$ cat src/rtl/memory_bus_sequencer.sv
// memory_bus_sequencer
// Bridges the CPU's single-cycle 32-bit load/store port onto the 8-bit
// external pin bus. One word request becomes four byte transfers, each with a
// strobe/acknowledge handshake and a per-byte timeout. The CPU is stalled for
// the whole transaction and released in the cycle the response is presented.
//
// state    | meaning
// ---------+------------------------------------------------------------
// IDLE     | waiting for request_valid; latches the request when it comes
// TRANSFER | strobing byte byte_index until acknowledge or timeout
// DONE     | one-cycle response pulse; CPU released
module memory_bus_sequencer #(
  parameter int TIMEOUT_CYCLES = 15
) (
  input  logic        clock,
  input  logic        reset,
  input  logic        request_valid,
  input  logic        request_write,
  input  logic [31:0] request_address,
  input  logic [31:0] request_write_data,
  output logic        stall,
  output logic        response_valid,
  output logic [31:0] response_read_data,
  output logic        response_error,
  output logic [7:0]  bus_address,
  output logic [7:0]  bus_write_data,
  input  logic [7:0]  bus_read_data,
  output logic [7:0]  bus_output_enable,
  output logic        bus_strobe,
  input  logic        bus_acknowledge
);

  typedef enum logic [1:0] {
    IDLE,
    TRANSFER,
    DONE
  } state_t;

  // wait_count value on which an unacknowledged byte is abandoned
  localparam logic [7:0] LAST_WAIT = 8'(TIMEOUT_CYCLES - 1);

  state_t      state, state_next;
  logic        latched_write, latched_write_next;
  logic [5:0]  latched_address, latched_address_next;
  logic [31:0] latched_data, latched_data_next;
  logic [1:0]  byte_index, byte_index_next;
  logic [7:0]  wait_count, wait_count_next;
  logic        error_flag, error_flag_next;
  logic [31:0] read_word, read_word_next;
  logic        advance;
  logic [4:0]  lane_lsb;

  assign lane_lsb = {byte_index, 3'b000};

  // State and datapath registers; async reset returns everything to idle
  always_ff @(posedge clock or posedge reset) begin
    if (reset) begin
      state           <= IDLE;
      latched_write   <= 1'b0;
      latched_address <= 6'd0;
      latched_data    <= 32'd0;
      byte_index      <= 2'd0;
      wait_count      <= 8'd0;
      error_flag      <= 1'b0;
      read_word       <= 32'd0;
    end else begin
      state           <= state_next;
      latched_write   <= latched_write_next;
      latched_address <= latched_address_next;
      latched_data    <= latched_data_next;
      byte_index      <= byte_index_next;
      wait_count      <= wait_count_next;
      error_flag      <= error_flag_next;
      read_word       <= read_word_next;
    end
  end

  // Next-state and output decode; bus outputs depend only on registered state
  always_comb begin
    state_next           = state;
    latched_write_next   = latched_write;
    latched_address_next = latched_address;
    latched_data_next    = latched_data;
    byte_index_next      = byte_index;
    wait_count_next      = wait_count;
    error_flag_next      = error_flag;
    read_word_next       = read_word;
    advance              = 1'b0;

    stall              = request_valid & (state != DONE);
    response_valid     = 1'b0;
    response_read_data = 32'd0;
    response_error     = 1'b0;
    bus_address        = 8'd0;
    bus_write_data     = 8'd0;
    bus_output_enable  = 8'h00;
    bus_strobe         = 1'b0;

    case (state)
      IDLE: begin
        if (request_valid) begin
          latched_write_next   = request_write;
          latched_address_next = request_address[7:2];
          latched_data_next    = request_write_data;
          byte_index_next      = 2'd0;
          wait_count_next      = 8'd0;
          error_flag_next      = 1'b0;
          read_word_next       = 32'd0;
          state_next           = TRANSFER;
        end
      end

      TRANSFER: begin
        bus_strobe        = 1'b1;
        bus_address       = {latched_address, byte_index};
        bus_write_data    = latched_data[lane_lsb +: 8];
        bus_output_enable = latched_write ? 8'hFF : 8'h00;

        // acknowledge takes priority over a coincident timeout
        if (bus_acknowledge) begin
          if (!latched_write) begin
            read_word_next[lane_lsb +: 8] = bus_read_data;
          end
          wait_count_next = 8'd0;
          advance         = 1'b1;
        end else if (wait_count == LAST_WAIT) begin
          read_word_next[lane_lsb +: 8] = 8'h00;
          error_flag_next = 1'b1;
          wait_count_next = 8'd0;
          advance         = 1'b1;
        end else begin
          wait_count_next = wait_count + 8'd1;
        end

        if (advance) begin
          if (byte_index == 2'd3) begin
            state_next = DONE;
          end else begin
            byte_index_next = byte_index + 2'd1;
          end
        end
      end

      DONE: begin
        response_valid     = 1'b1;
        response_read_data = read_word;
        response_error     = error_flag;
        state_next         = IDLE;
      end

      default: begin
        state_next = IDLE;
      end
    endcase
  end

endmodule

$ cat config.mk
export PLATFORM = sky130hd
export DESIGN_NAME = memory_bus_sequencer
export DESIGN_NICKNAME = d
export VERILOG_FILES = /design/src/rtl/memory_bus_sequencer.sv
export SDC_FILE = /design/constraint.sdc
export NUM_CORES = 1
export LEC_CHECK = 0
export BUFFER_PORTS_ARGS = -buffer_cell sky130_fd_sc_hd__buf_2
export CAP_MARGIN = 40
export CORE_MARGIN = 2
export CORE_UTILIZATION = 40
export CTS_CLUSTER_DIAMETER = 40
export CTS_CLUSTER_SIZE = 40
export DETAILED_ROUTE_END_ITERATION = 16
export GPL_TIMING_DRIVEN = 0
export MAX_ROUTING_LAYER = met4
export PLACE_DENSITY_LB_ADDON = 0.25
export RECOVER_POWER = 50
export SLEW_MARGIN = 20
export SYNTH_ARGS = -nofsm -noshare
export SYNTH_HDL_FRONTEND = slang
export SYNTH_SLANG_ARGS = --single-unit
$ cat constraint.sdc
create_clock -name clock -period 2.95 [get_ports clock]
set_clock_uncertainty 0.2 [all_clocks]
set_input_delay 0.295 -clock clock [delete_from_list [all_inputs] [get_ports clock]]
set_output_delay 0.295 -clock clock [all_outputs]
set_load 0.05 [all_outputs]
==> Flow_metrics.wiki, run 1 <==
{| class="wikitable"
! Metric !! Value
|-
| Antenna Diode Count || 0
|-
| Total length of routed wires || 10800 um
|-
| Max_slew headroom || -5.74%
|-
| Number of endpoints failing setup at the final stage || 0
|-
| Critical path's largest stage delay || slightly above 0.6 ns
|-
| Startpoint of the most critical hold path || bus_read_data[4]
|-
| Clock network latency to the later pin of the worst-skew pair || 0.36 ns
|-
| Detailed-placement wirelength estimate || around 7500 um
|-
| Std-Cell Rows || 38
|-
| Post-place instance area || 0.00516 mm^2
|-
| Status || complete, but fails checks
|-
| Layout overhead on the synthesized area || 30.7%
|-
| Cells after Synth || 469
|-
| Maximum number of pins on one net before global-route repair || 45
|-
| Number of failing hold endpoints at the final stage || 0
|-
| Violated checks || capacitance limit, slew limit
|-
| Reg-to-Reg End || read_word[23]$_DFFE_PP0P_
|-
| Initial core utilization || 40.9%
|-
| GRT Residual Overflow || 0
|-
| CTS H-tree depth || 3
|-
| Cells resized by post-CTS repair || 0
|-
| Most used flip-flop cell after synthesis || dfrtp_1
|-
| Standard cell core area || 0.0108 mm^2
|-
| Share of the synthesized area in the top cell type || 47.6%
|-
| Maximum clock insertion buffer count || 2
|-
| Number of global-route vias before repair || 3626
|-
| Fmax || 358 MHz
|-
| Area of the die || ~0.012 mm^2
|-
| Clock network fraction of design power || 16.8%
|-
| Combinational Power Share || 52.2%
|-
| Width of the die || ~110 um
|-
| CTS tree || yes
|-
| Number of buffers inserted by post-CTS setup repair || 0
|-
| Syn Std Cell Area || 0.00442 mm^2
|-
| Final-stage net count || 716
|-
| Highest ir drop seen on vdd || 0.601 mV
|-
| CTS Root Cell || clkbuf_8
|-
| Yosys top cell by area || dfrtp_1
|-
| Fin. max-slew vios || 41
|-
| Post-synth EDFFs || 0
|-
| Final routed wire length divided by cell count || 13.9 um
|-
| Number of storage elements in the synthesis netlist || 84
|-
| Number of buffers inserted for hold repair after clock tree synthesis || 40
|-
| Total DRC errors in the routed layout || 0
|-
| First-pass GRT wire length || 17500 um
|-
| Library cell contributing the largest single delay on the critical path || nor2b_1
|-
| Number of different library cells in the post-synthesis netlist || 43
|-
| Critical path buffers and inverters || 3
|-
| Worst EP required || 2.46 ns
|-
| Cts bufs inserted || 9
|-
| Post-synthesis average cell area || 9.41 um^2
|-
| Worst min-delay path class || in -> reg
|-
| Via density per instance || between 4 and 5
|-
| Hold-critical path depth || 3
|-
| Power per standard cell area || 936 mW/mm^2
|-
| CTS clock-pin slew for the worst setup and hold paths || 0.10 ns
|-
| Total vias in the final route || ~3600
|-
| Final setup slack of the worst path || 0.157 ns
|-
| Main area contributors after synthesis || dfrtp_1 48%, nand2_1 13%, mux2i_1 7.3%
|-
| Net switching power of the design || about 2500 uW
|-
| Vertical extent of the die || 109 um
|-
| Number of cells in the finished layout apart from fillers || 776
|-
| RSZ-0062 raised after global routing || no
|-
| Switching power as a share of total power || 45.7%
|-
| Setup slack at placement || 0.292 ns
|-
| Highest fanout seen on the critical path || 10
|-
| Launch instance of the worst register-to-register path || byte_index[1]$_DFFE_PP0P_
|-
| Design Area, Final || slightly below 0.006 mm^2
|-
| I/O pin total || approximately 140
|-
| Cell family with the largest share of critical-path delay || simple AND/OR/NAND/NOR gates
|-
| Critical path class || reg -> out
|-
| Post-synth net total || between 500 and 600
|-
| Hold worst-path end || read_word[20]$_DFFE_PP0P_
|-
| Fin crit period || between 2 and 3 ns
|-
| Leakage dissipation || 0.00300 uW
|-
| Maxcap violations || 1
|-
| Clock sink total || 84
|-
| Internal || 2930 uW
|-
| Number of design-rule violations left by the first detailed-router iteration || 111
|-
| Sequential cell fraction of total power || a little under a third
|-
| Detailed Routing Iterations Pass 1 || 4
|-
| Routability congestion estimate || between 0.8 and 0.9
|-
| Inst Count DP || 720
|-
| Sequential area share after synthesis || 47.6%
|-
| Total Power Consumption || 5400 uW
|-
| Nature of the critical path endpoint || primary output
|-
| Number of antenna violations at the first check in global routing || 0
|-
| IO buf count || 110
|-
| Sort of element at the start of the critical path || flop
|-
| Ordered cell list for the critical path || buf_6 -> nor2b_1 -> clkbuf_1 -> and2_1 -> buf_2
|-
| Portion of the clock cycle consumed by the worst path in the final layout || a little over nine tenths
|-
| Tightest Pin Transition || 1.58 ns
|-
| Number of synthesis warnings || 0
|-
| Antenna viol nets, final || 0
|-
| Gr usage total || 19.6%
|-
| Post-layout utilization of the core || 53.5%
|-
| Fraction of registers with async set or reset after synthesis || 100%
|-
| Register-to-register setup slack || 0.30 ns
|-
| Fraction of final layout cells with drive strength greater than 1 || 25.2%
|-
| Data arrival time of the critical path || 2.30 ns
|-
| Worst-case reg-to-reg path depth || 7
|}
## cells by family (layout without fill, tap and decap cells)
family | after synthesis | count (layout) | synth area share, %
AND/OR/NAND/NOR | 245 | 245 | 26.8
flip-flops | 84 | 84 | 47.6
buffers and inverters | 67 | 234 | 7.34
multiplexers | 40 | 40 | 11.3
AO/OA/AOI/OAI | 19 | 19 | 3.46
adder cells (fa/ha/maj) | 8 | 8 | 2.27
XOR/XNOR | 6 | 6 | 1.19
## power groups by stage
stage | clock network [uW] | logic (uW) | registers, uW
floorplan | 0 | 2240 | 1640
global route | 975 | 3070 | 1720
CTS | 917 | 2860 | 1680
finish | 905 | 2820 | 1680
global placement | 0 | 2770 | 1690
detailed placement | 0 | 2810 | 1700
## flip-flops by register name, summed over array words and instances, names as in the netlist
register and flops:
error_flag 1, state 2, latched_write 1, wait_count 8
latched_address 6, byte_index 2, latched_data 32, read_word 32
## worst max-delay path by stage
stage,slack (ns),end,cells after the start,startpoint
detailed placement,0.29,read_word[22]$_DFFE_PP0P_,7,byte_index[1]$_DFFE_PP0P_
floorplan,0.29,byte_index[0]$_DFFE_PP0P_,1,reset
global placement,-0.70,wait_count[2]$_DFFE_PP0N_,2,reset
CTS,0.12,response_read_data[23],5,state[0]$_DFFE_PP0P_
global route,0.009,response_read_data[23],5,state[0]$_DFFE_PP0P_
finish,0.16,response_read_data[23],5,state[0]$_DFFE_PP0P_
## area by class of cell
type / count / area [um^2]
plain buffers: 29 / 180
clock inverters: 5 / 66.3
fillers: 1026 / 5020
clock buffers: 11 / 151
flip-flops and latches: 84 / 2100
inverters: 38 / 143
well taps: 140 / 175
repair buffers: 151 / 971
multi-input cells: 318 / 1980
## Yosys cell counts, types with 3 or more instances
master / count
a21o_1: 4
and2_1: 50
buf_2: 4
buf_4: 8
buf_6: 5
clkbuf_1: 10
dfrtp_1: 84
ha_1: 8
inv_1: 36
mux2i_1: 32
mux4_2: 8
nand2_1: 157
nand3_1: 4
nand3b_1: 4
nor2_1: 9
nor2b_1: 3
nor3_1: 3
nor3_2: 3
o21ai_0: 4
xor2_1: 6
## tightest hold or removal path: cells and delay by family
family | cells | cell delay (ns)
and+or+nand+nor | 1 | 0.06
muxes | 1 | 0.06
buffers and inverters | 1 | 0.13
## per-stage QoR
| step | setup TNS, ns | hold slack, ns |
|---|---|---|
| 4_1_cts | 0 | 0.00617 |
| 3_3_place_gp | -57.97 | 0.252 |
| 5_1_grt | 0 | 0.00133 |
| 2_1_floorplan | 0 | 0.200 |
| 3_5_place_dp | 0 | 0.182 |
| 6_report | 0 | 0.00707 |
## routing by layer
metal	track usage [%]	routed length, um
met5	-	0
met4	5.68	140
met3	3.05	526
met2	32.4	5200
met1	25.0	4910
## cell usage in the layout, fill, tap and decap left out, types with 5 or more instances in the layout
cell type      count
nand2_1          157
dlygate4sd3_1     40
buf_2            113
mux4_2             8
dfrtp_1           84
o21ai_0            5
ha_1               8
clkbuf_8          11
buf_4              8
clkbuf_1          13
and2_1            50
inv_1             37
xor2_1             6
nor2_1            10
mux2i_1           32
buf_6              5
(Power assumes the default switching activity.)
==> run 2, diff against run 1 <==
--- a/config.mk
+++ b/config.mk
@@ -6,7 +6,6 @@
 export NUM_CORES = 1
 export LEC_CHECK = 0
 export BUFFER_PORTS_ARGS = -buffer_cell sky130_fd_sc_hd__buf_2
-export CAP_MARGIN = 40
 export CORE_MARGIN = 2
 export CORE_UTILIZATION = 40
 export CTS_CLUSTER_DIAMETER = 40
==> constraint.sdc (replaced) <==
create_clock -name clock -period 2.95 [get_ports clock]
set_clock_uncertainty 0.2 [all_clocks]
set_input_delay 0.295 -clock clock [delete_from_list [all_inputs] [get_ports clock]]
set_output_delay 0.295 -clock clock [all_outputs]
set_load 0.1 [all_outputs]
==> run 2 against run 1 <==
The flow still finishes with violations (capacitance limit, slew limit). Utilization about the same. Global-route usage decreased by 0.18 points. Clock power decreased by 4.0%. Sequential power about the same. Sequential cell count unchanged. Fmax increased by 1.1%. Clock-buffer cell count decreased by 1. Final cell count unchanged. Sequential share of layout area about the same. First-iteration DRC count increased by 18%. Highest routed layer unchanged.
==> Flow_metrics.wiki, run 2 (same netlist as run 1, synthesis figures left out) <==
{| class="wikitable"
! Metric !! Value
|-
| Antenna Diode Count || 0 (unchanged)
|-
| Nature of the critical path endpoint || primary output (unchanged)
|-
| Maximum clock insertion buffer count || 2 (unchanged)
|-
| Worst EP required || 2.46 ns (about the same)
|-
| Net switching power of the design || 3260 uW (was 2470 uW)
|-
| CTS Root Cell || clkbuf_8 (unchanged)
|-
| Layout overhead on the synthesized area || 30.8% (was 30.7%)
|-
| Number of global-route vias before repair || 3700 (was 3626)
|-
| Number of failing hold endpoints at the final stage || 0 (unchanged)
|-
| Detailed-placement wirelength estimate || 7510 um (was 7470 um)
|-
| CTS clock-pin slew for the worst setup and hold paths || 0.10 ns (about the same)
|-
| I/O pin total || 137 (unchanged)
|-
| RSZ-0062 raised after global routing || no (unchanged)
|-
| Data arrival time of the critical path || 2.27 ns (was 2.30 ns)
|-
| Status || complete, but fails checks (unchanged)
|-
| Final routed wire length divided by cell count || 13.7 um (was 13.9 um)
|-
| Cts bufs inserted || 9 (unchanged)
|-
| Routability congestion estimate || 0.808 (was 0.826)
|-
| Std-Cell Rows || 38 (unchanged)
|-
| Number of design-rule violations left by the first detailed-router iteration || 131 (was 111)
|-
| Violated checks || capacitance limit, slew limit (unchanged)
|-
| Portion of the clock cycle consumed by the worst path in the final layout || 93.7% (was 94.7%)
|-
| Standard cell core area || 0.0108 mm^2 (unchanged)
|-
| CTS tree || yes (unchanged)
|-
| Number of buffers inserted by post-CTS setup repair || 0 (unchanged)
|-
| Via density per instance || 4.65 (was 4.66)
|-
| Regs by FF count || latched_data (32), read_word (32), wait_count (8) (unchanged)
|-
| Number of endpoints failing setup at the final stage || 0 (unchanged)
|-
| Initial core utilization || 40.9% (unchanged)
|-
| Setup Total Neg Slack || 0 ns (unchanged)
|-
| Highest fanout seen on the critical path || 10 (unchanged)
|-
| Clock network fraction of design power || 14.1% (was 16.8%)
|-
| Clock sink total || 84 (unchanged)
|-
| Max_slew headroom || -2.50% (was -5.74%)
|-
| Maxcap violations || 1 (unchanged)
|-
| Sequential cell fraction of total power || 27.2% (was 31.0%)
|-
| GRT Residual Overflow || 0 (unchanged)
|-
| Combinational Power Share || 58.7% (was 52.2%)
|-
| Post-place instance area || 0.00517 mm^2 (was 0.00516 mm^2)
|-
| Number of cells in the finished layout apart from fillers || 776 (unchanged)
|-
| Internal || 2900 uW (was 2930 uW)
|-
| Power per standard cell area || 1070 mW/mm^2 (was 936 mW/mm^2)
|-
| Switching power as a share of total power || 52.9% (was 45.7%)
|-
| Gr usage total || 19.4% (was 19.6%)
|-
| Antenna viol nets, final || 0 (unchanged)
|-
| Critical path class || reg -> out (unchanged)
|-
| Fin crit period || 2.76 ns (was 2.79 ns)
|-
| Width of the die || 109 um (unchanged)
|-
| Most common library cell in the layout ignoring fill and taps || nand2_1 (unchanged)
|-
| Design Area, Final || 0.00577 mm^2 (about the same)
|-
| First-pass GRT wire length || 17400 um (was 17500 um)
|-
| Fmax || 362 MHz (was 358 MHz)
|-
| Maximum number of pins on one net before global-route repair || 48 (was 45)
|-
| IO buf count || 110 (unchanged)
|-
| Vertical extent of the die || 109 um (unchanged)
|-
| Fraction of final layout cells with drive strength greater than 1 || 25.6% (was 25.2%)
|-
| Sort of element at the start of the critical path || flop (unchanged)
|-
| CTS H-tree depth || 3 (unchanged)
|-
| Detailed Routing Iterations Pass 1 || 4 (unchanged)
|-
| Number of antenna violations at the first check in global routing || 0 (unchanged)
|-
| Fin. max-slew vios || 38 (was 41)
|-
| Leading cell types in the layout, fill and taps excluded || 157 x nand2_1, 112 x buf_2, 84 x dfrtp_1 (was 157 x nand2_1, 113 x buf_2, 84 x dfrtp_1)
|-
| Worst min-delay path class || in -> reg (unchanged)
|-
| Final-stage net count || 716 (unchanged)
|-
| Area of the die || 0.0119 mm^2 (unchanged)
|-
| Total vias in the final route || 3611 (was 3620)
|-
| Highest ir drop seen on vdd || 1.08 mV (was 0.601 mV)
|-
| Total length of routed wires || 10600 um (was 10800 um)
|-
| Tightest Pin Transition || 1.54 ns (was 1.58 ns)
|-
| Clock network latency to the later pin of the worst-skew pair || 0.36 ns (about the same)
|-
| Total DRC errors in the routed layout || 0 (unchanged)
|-
| Inst Count DP || 720 (unchanged)
|-
| Leakage dissipation || 0.00300 uW (about the same)
|}
[run 2: cell type report]
class	instances	area, um^2
repair buffers	151	978
multi-input cells	318	1980
clock inverters	6	72.6
inverters	38	143
flip-flops and latches	84	2100
fillers	1007	5020
clock buffers	10	138
well taps	140	175
plain buffers	29	181
[run 2: final timing paths]
kind,cells past startpoint,to,from,slack (ns)
min in group asynchronous,3,read_word[1]$_DFFE_PP0P_,reset,0.72
setup / recovery,5,bus_write_data[4],byte_index[0]$_DFFE_PP0P_,0.19
hold reg to reg,2,latched_address[2]$_DFFE_PP0P_,latched_address[2]$_DFFE_PP0P_,0.27
hold / removal,3,read_word[10]$_DFFE_PP0P_,bus_read_data[2],0.01
setup reg to reg,7,read_word[13]$_DFFE_PP0P_,byte_index[1]$_DFFE_PP0P_,0.24
max in group asynchronous,3,read_word[0]$_DFFE_PP0P_,reset,0.91
[run 2: through the flow]
step                      utilization, %  total power, uW  worst slack [ns]  hold WS, ns
after detailed placement            47.9             5310             0.215        0.169
after floorplan                        -             4690             0.227        0.200
final                               53.5             6170             0.187      0.00961
after global placement              47.7             5260            -0.789        0.253
after global routing                53.5             6520           0.00309       0.0186
after CTS                           53.6             6230             0.168      0.00574
[run 2: metal layers]
metal	wire (um)	share of wire (%)	GRT usage [%]	vias up
met5	0	0	-	-
met1	4900	46	24.4	1696
met4	228	2.1	7.69	0
li1	-	-	-	1798
met2	5030	47	31.5	96
met3	451	4.3	3.05	21
[run 2: power by group through the flow]
stage | registers [uW] | logic, uW | clock network [uW]
CTS | 1680 | 3660 | 888
finish | 1680 | 3620 | 869
floorplan | 1640 | 3050 | 0
detailed placement | 1710 | 3610 | 0
global placement | 1690 | 3570 | 0
global route | 1720 | 3870 | 932
[run 2: critical path: stages, from the launching register on]
cell and delay [ns]:
dfrtp_1 0.42, buf_2 0.23, buf_4 0.26, mux4_2 0.52, and2_1 0.18, buf_2 0.29
[run 2: what timing repair did]
action | 4_1_cts | 5_1_grt
hold buffers | 40 | 0
setup endpoints to repair | 3 | 0
resized for setup | 1 | 0
hold endpoints to repair | 76 | 0
==> run 3, diff against run 2 <==
--- a/config.mk
+++ b/config.mk
@@ -6,8 +6,9 @@
 export NUM_CORES = 1
 export LEC_CHECK = 0
 export BUFFER_PORTS_ARGS = -buffer_cell sky130_fd_sc_hd__buf_2
+export CAP_MARGIN = 5
 export CORE_MARGIN = 2
-export CORE_UTILIZATION = 40
+export CORE_UTILIZATION = 52
 export CTS_CLUSTER_DIAMETER = 40
 export CTS_CLUSTER_SIZE = 40
 export DETAILED_ROUTE_END_ITERATION = 16
==> run 3 against run 2 <==
The run still ends with capacitance limit, slew limit left. Non-clock buffer count stayed put. Highest routed layer unchanged. Clock-buffer cell count stayed put. Design area is 0.48% lower. Global-route usage is 6.2 points higher. First-iteration DRC count is 47% higher.
==> Flow_metrics.wiki, run 3 (same netlist as run 1, synthesis figures left out) <==
{| class="wikitable"
! Metric !! Value
|-
| Total Power Consumption || 6280 uW (was 6170 uW)
|-
| Standard cell core area || 0.00822 mm^2 (was 0.0108 mm^2)
|-
| Setup Total Neg Slack || 0 ns (unchanged)
|-
| Final-stage net count || 716 (unchanged)
|-
| I/O pin total || 137 (unchanged)
|-
| Clock network latency to the later pin of the worst-skew pair || 0.35 ns (was 0.36 ns)
|-
| Routability congestion estimate || 0.813 (was 0.808)
|-
| Critical path buffers and inverters || 5 (was 3)
|-
| Critical path class || reg -> reg (was reg -> out)
|-
| Hold worst-path end || read_word[11]$_DFFE_PP0P_ (was read_word[10]$_DFFE_PP0P_)
|-
| GRT Residual Overflow || 0 (unchanged)
|-
| Fin crit period || 2.75 ns (was 2.76 ns)
|-
| Reg-to-Reg End || latched_data[3]$_DFFE_PP0P_ (was read_word[13]$_DFFE_PP0P_)
|-
| Tightest Pin Transition || 1.92 ns (was 1.54 ns)
|-
| Number of global-route vias before repair || 3789 (was 3700)
|-
| Fin. max-slew vios || 51 (was 38)
|-
| Detailed-placement wirelength estimate || 7120 um (was 7510 um)
|-
| Antenna viol nets, final || 0 (unchanged)
|-
| Antenna Diode Count || 0 (unchanged)
|-
| Library cell contributing the largest single delay on the critical path || clkbuf_1 (was mux4_2)
|-
| Fmax || 364 MHz (was 362 MHz)
|-
| RSZ-0062 raised after global routing || no (unchanged)
|-
| Combinational Power Share || 58.1% (was 58.7%)
|-
| Internal || 2990 uW (was 2900 uW)
|-
| Nature of the critical path endpoint || flop (was primary output)
|-
| Area of the die || 0.00924 mm^2 (was 0.0119 mm^2)
|-
| Detailed Routing Iterations Pass 1 || 4 (unchanged)
|-
| Fraction of final layout cells with drive strength greater than 1 || 25.6% (unchanged)
|-
| Worst-case reg-to-reg path depth || 9 (was 7)
|-
| Cell family with the largest share of critical-path delay || buffers and inverters (unchanged)
|-
| Leakage dissipation || 0.00301 uW (was 0.00300 uW)
|-
| Switching power as a share of total power || 52.4% (was 52.9%)
|-
| Ordered cell list for the critical path || buf_6 -> nand2b_1 -> clkbuf_1 -> inv_2 -> nor2_1 -> clkbuf_1 -> buf_2 -> nand2_1 -> nand2_1 (was buf_2 -> buf_4 -> mux4_2 -> and2_1 -> buf_2)
|-
| Highest fanout seen on the critical path || 10 (unchanged)
|-
| Maxcap violations || 1 (unchanged)
|-
| Number of antenna violations at the first check in global routing || 0 (unchanged)
|-
| Sort of element at the start of the critical path || flop (unchanged)
|-
| Power per standard cell area || 1090 mW/mm^2 (was 1070 mW/mm^2)
|-
| Launch instance of the worst register-to-register path || state[0]$_DFFE_PP0P_ (was byte_index[1]$_DFFE_PP0P_)
|-
| Leading cell types in the layout, fill and taps excluded || 157 x nand2_1, 112 x buf_2, 84 x dfrtp_1 (unchanged)
|-
| Via density per instance || 4.99 (was 4.65)
|-
| Most common library cell in the layout ignoring fill and taps || nand2_1 (unchanged)
|-
| Layout overhead on the synthesized area || 30.2% (was 30.8%)
|-
| CTS clock-pin slew for the worst setup and hold paths || 0.09 ns (was 0.10 ns)
|-
| Maximum number of pins on one net before global-route repair || 52 (was 48)
|-
| Vertical extent of the die || 96.2 um (was 109 um)
|-
| Number of failing hold endpoints at the final stage || 0 (unchanged)
|-
| CTS Root Cell || clkbuf_8 (unchanged)
|-
| Cts bufs inserted || 9 (unchanged)
|-
| Sequential cell fraction of total power || 26.8% (was 27.2%)
|-
| Data arrival time of the critical path || 2.84 ns (was 2.27 ns)
|-
| Maximum clock insertion buffer count || 2 (unchanged)
|-
| CTS tree || yes (unchanged)
|-
| Startpoint of the most critical hold path || bus_read_data[3] (was bus_read_data[2])
|-
| Clock sink total || 84 (unchanged)
|-
| Hold-critical path depth || 3 (unchanged)
|-
| Worst EP required || 3.04 ns (was 2.46 ns)
|-
| Layout fillers || 616 (was 1007)
|-
| Max_slew headroom || -28.1% (was -2.50%)
|-
| Status || complete, but fails checks (unchanged)
|-
| First-pass GRT wire length || 17500 um (was 17400 um)
|-
| IO buf count || 110 (unchanged)
|-
| Register-to-register setup slack || 0.20 ns (was 0.24 ns)
|-
| Portion of the clock cycle consumed by the worst path in the final layout || 93.1% (was 93.7%)
|-
| Number of design-rule violations left by the first detailed-router iteration || 192 (was 131)
|-
| Number of endpoints failing setup at the final stage || 0 (unchanged)
|-
| Initial core utilization || 53.7% (was 40.9%)
|-
| Net switching power of the design || 3290 uW (was 3260 uW)
|-
| Total length of routed wires || 10700 um (was 10600 um)
|-
| CTS H-tree depth || 3 (unchanged)
|-
| Width of the die || 96.2 um (was 109 um)
|-
| Std-Cell Rows || 33 (was 38)
|-
| Violated checks || capacitance limit, slew limit (unchanged)
|-
| Total vias in the final route || 3694 (was 3611)
|-
| Gr usage total || 25.6% (was 19.4%)
|-
| Worst min-delay path class || in -> reg (unchanged)
|-
| Clock network fraction of design power || 15.1% (was 14.1%)
|-
| Final routed wire length divided by cell count || 14.4 um (was 13.7 um)
|-
| Regs by FF count || latched_data (32), read_word (32), wait_count (8) (unchanged)
|-
| Highest ir drop seen on vdd || 1.04 mV (was 1.08 mV)
|-
| Total DRC errors in the routed layout || 0 (unchanged)
|-
| Critical path's largest stage delay || 0.48 ns (was 0.52 ns)
|}
==> run 3: power by group through the flow <==
stage               logic, uW  clock network, uW  registers (uW)
finish                   3650                947            1680
global route             3880               1010            1730
CTS                      3650                962            1680
detailed placement       3600                  0            1700
global placement         3550                  0            1680
floorplan                3050                  0            1640
==> run 3: timing repair <==
item                                    in CTS  in global routing
gates resized for setup                      0                  1
setup buffers                                0                  0
endpoints found under the hold margin       89                  0
hold buffers                                40                  0
endpoints found under the setup margin       0                 15
==> run 3: layer usage <==
metal	up-vias	track usage [%]	routed length (um)	part of all wire (%)
met5	-	-	0	0
met4	0	8.57	121	1.1
met3	13	3.84	562	5.3
met2	111	42.9	5390	50
met1	1774	31.9	4620	43
li1	1796	-	-	-
==> run 3: worst min-delay path: stages <==
cell     delay, ns
buf_2         0.13
nand2_1       0.06
mux2i_1       0.06
==> run 3: worst max-delay path by stage <==
stage | from | end | slack, ns | depth (start not counted)
after floorplan | byte_index[0]$_DFFE_PP0P_ | bus_address[0] | 0.23 | 4
after global placement | reset | wait_count[4]$_DFFE_PP0N_ | -0.70 | 2
after detailed placement | byte_index[1]$_DFFE_PP0P_ | read_word[23]$_DFFE_PP0P_ | 0.24 | 7
after CTS | state[0]$_DFFE_PP0P_ | response_read_data[7] | 0.09 | 5
after global routing | state[0]$_DFFE_PP0P_ | latched_data[3]$_DFFE_PP0P_ | 0.05 | 9
final | state[0]$_DFFE_PP0P_ | latched_data[3]$_DFFE_PP0P_ | 0.20 | 9
==> run 3: stage by stage <==
stage	cells	hold slack, ns	instance area, um^2	setup WS (ns)	utilization, %
after global placement	684	0.252	5100	-0.697	62.1
after CTS	741	0.00599	5760	0.0918	70.1
after global routing	741	0.00687	5750	0.0465	69.9
after detailed placement	685	0.231	5120	0.245	62.3
final	741	0.0212	5750	0.204	69.9
after floorplan	469	0.200	4420	0.227	-
==> run 3: final cells by class <==
class / instances / area [um^2] / share of cell area [%]
Buffer: 29 / 181 / 3.16
Clock buffer: 10 / 138 / 2.39
Clock inverter: 6 / 96.3 / 1.68
Inverter: 38 / 143 / 2.48
Multi-Input combinational cell: 318 / 1980 / 34.5
Sequential cell: 84 / 2100 / 36.6
Tap cell: 105 / 131 / 2.29
Timing Repair Buffer: 151 / 971 / 16.9
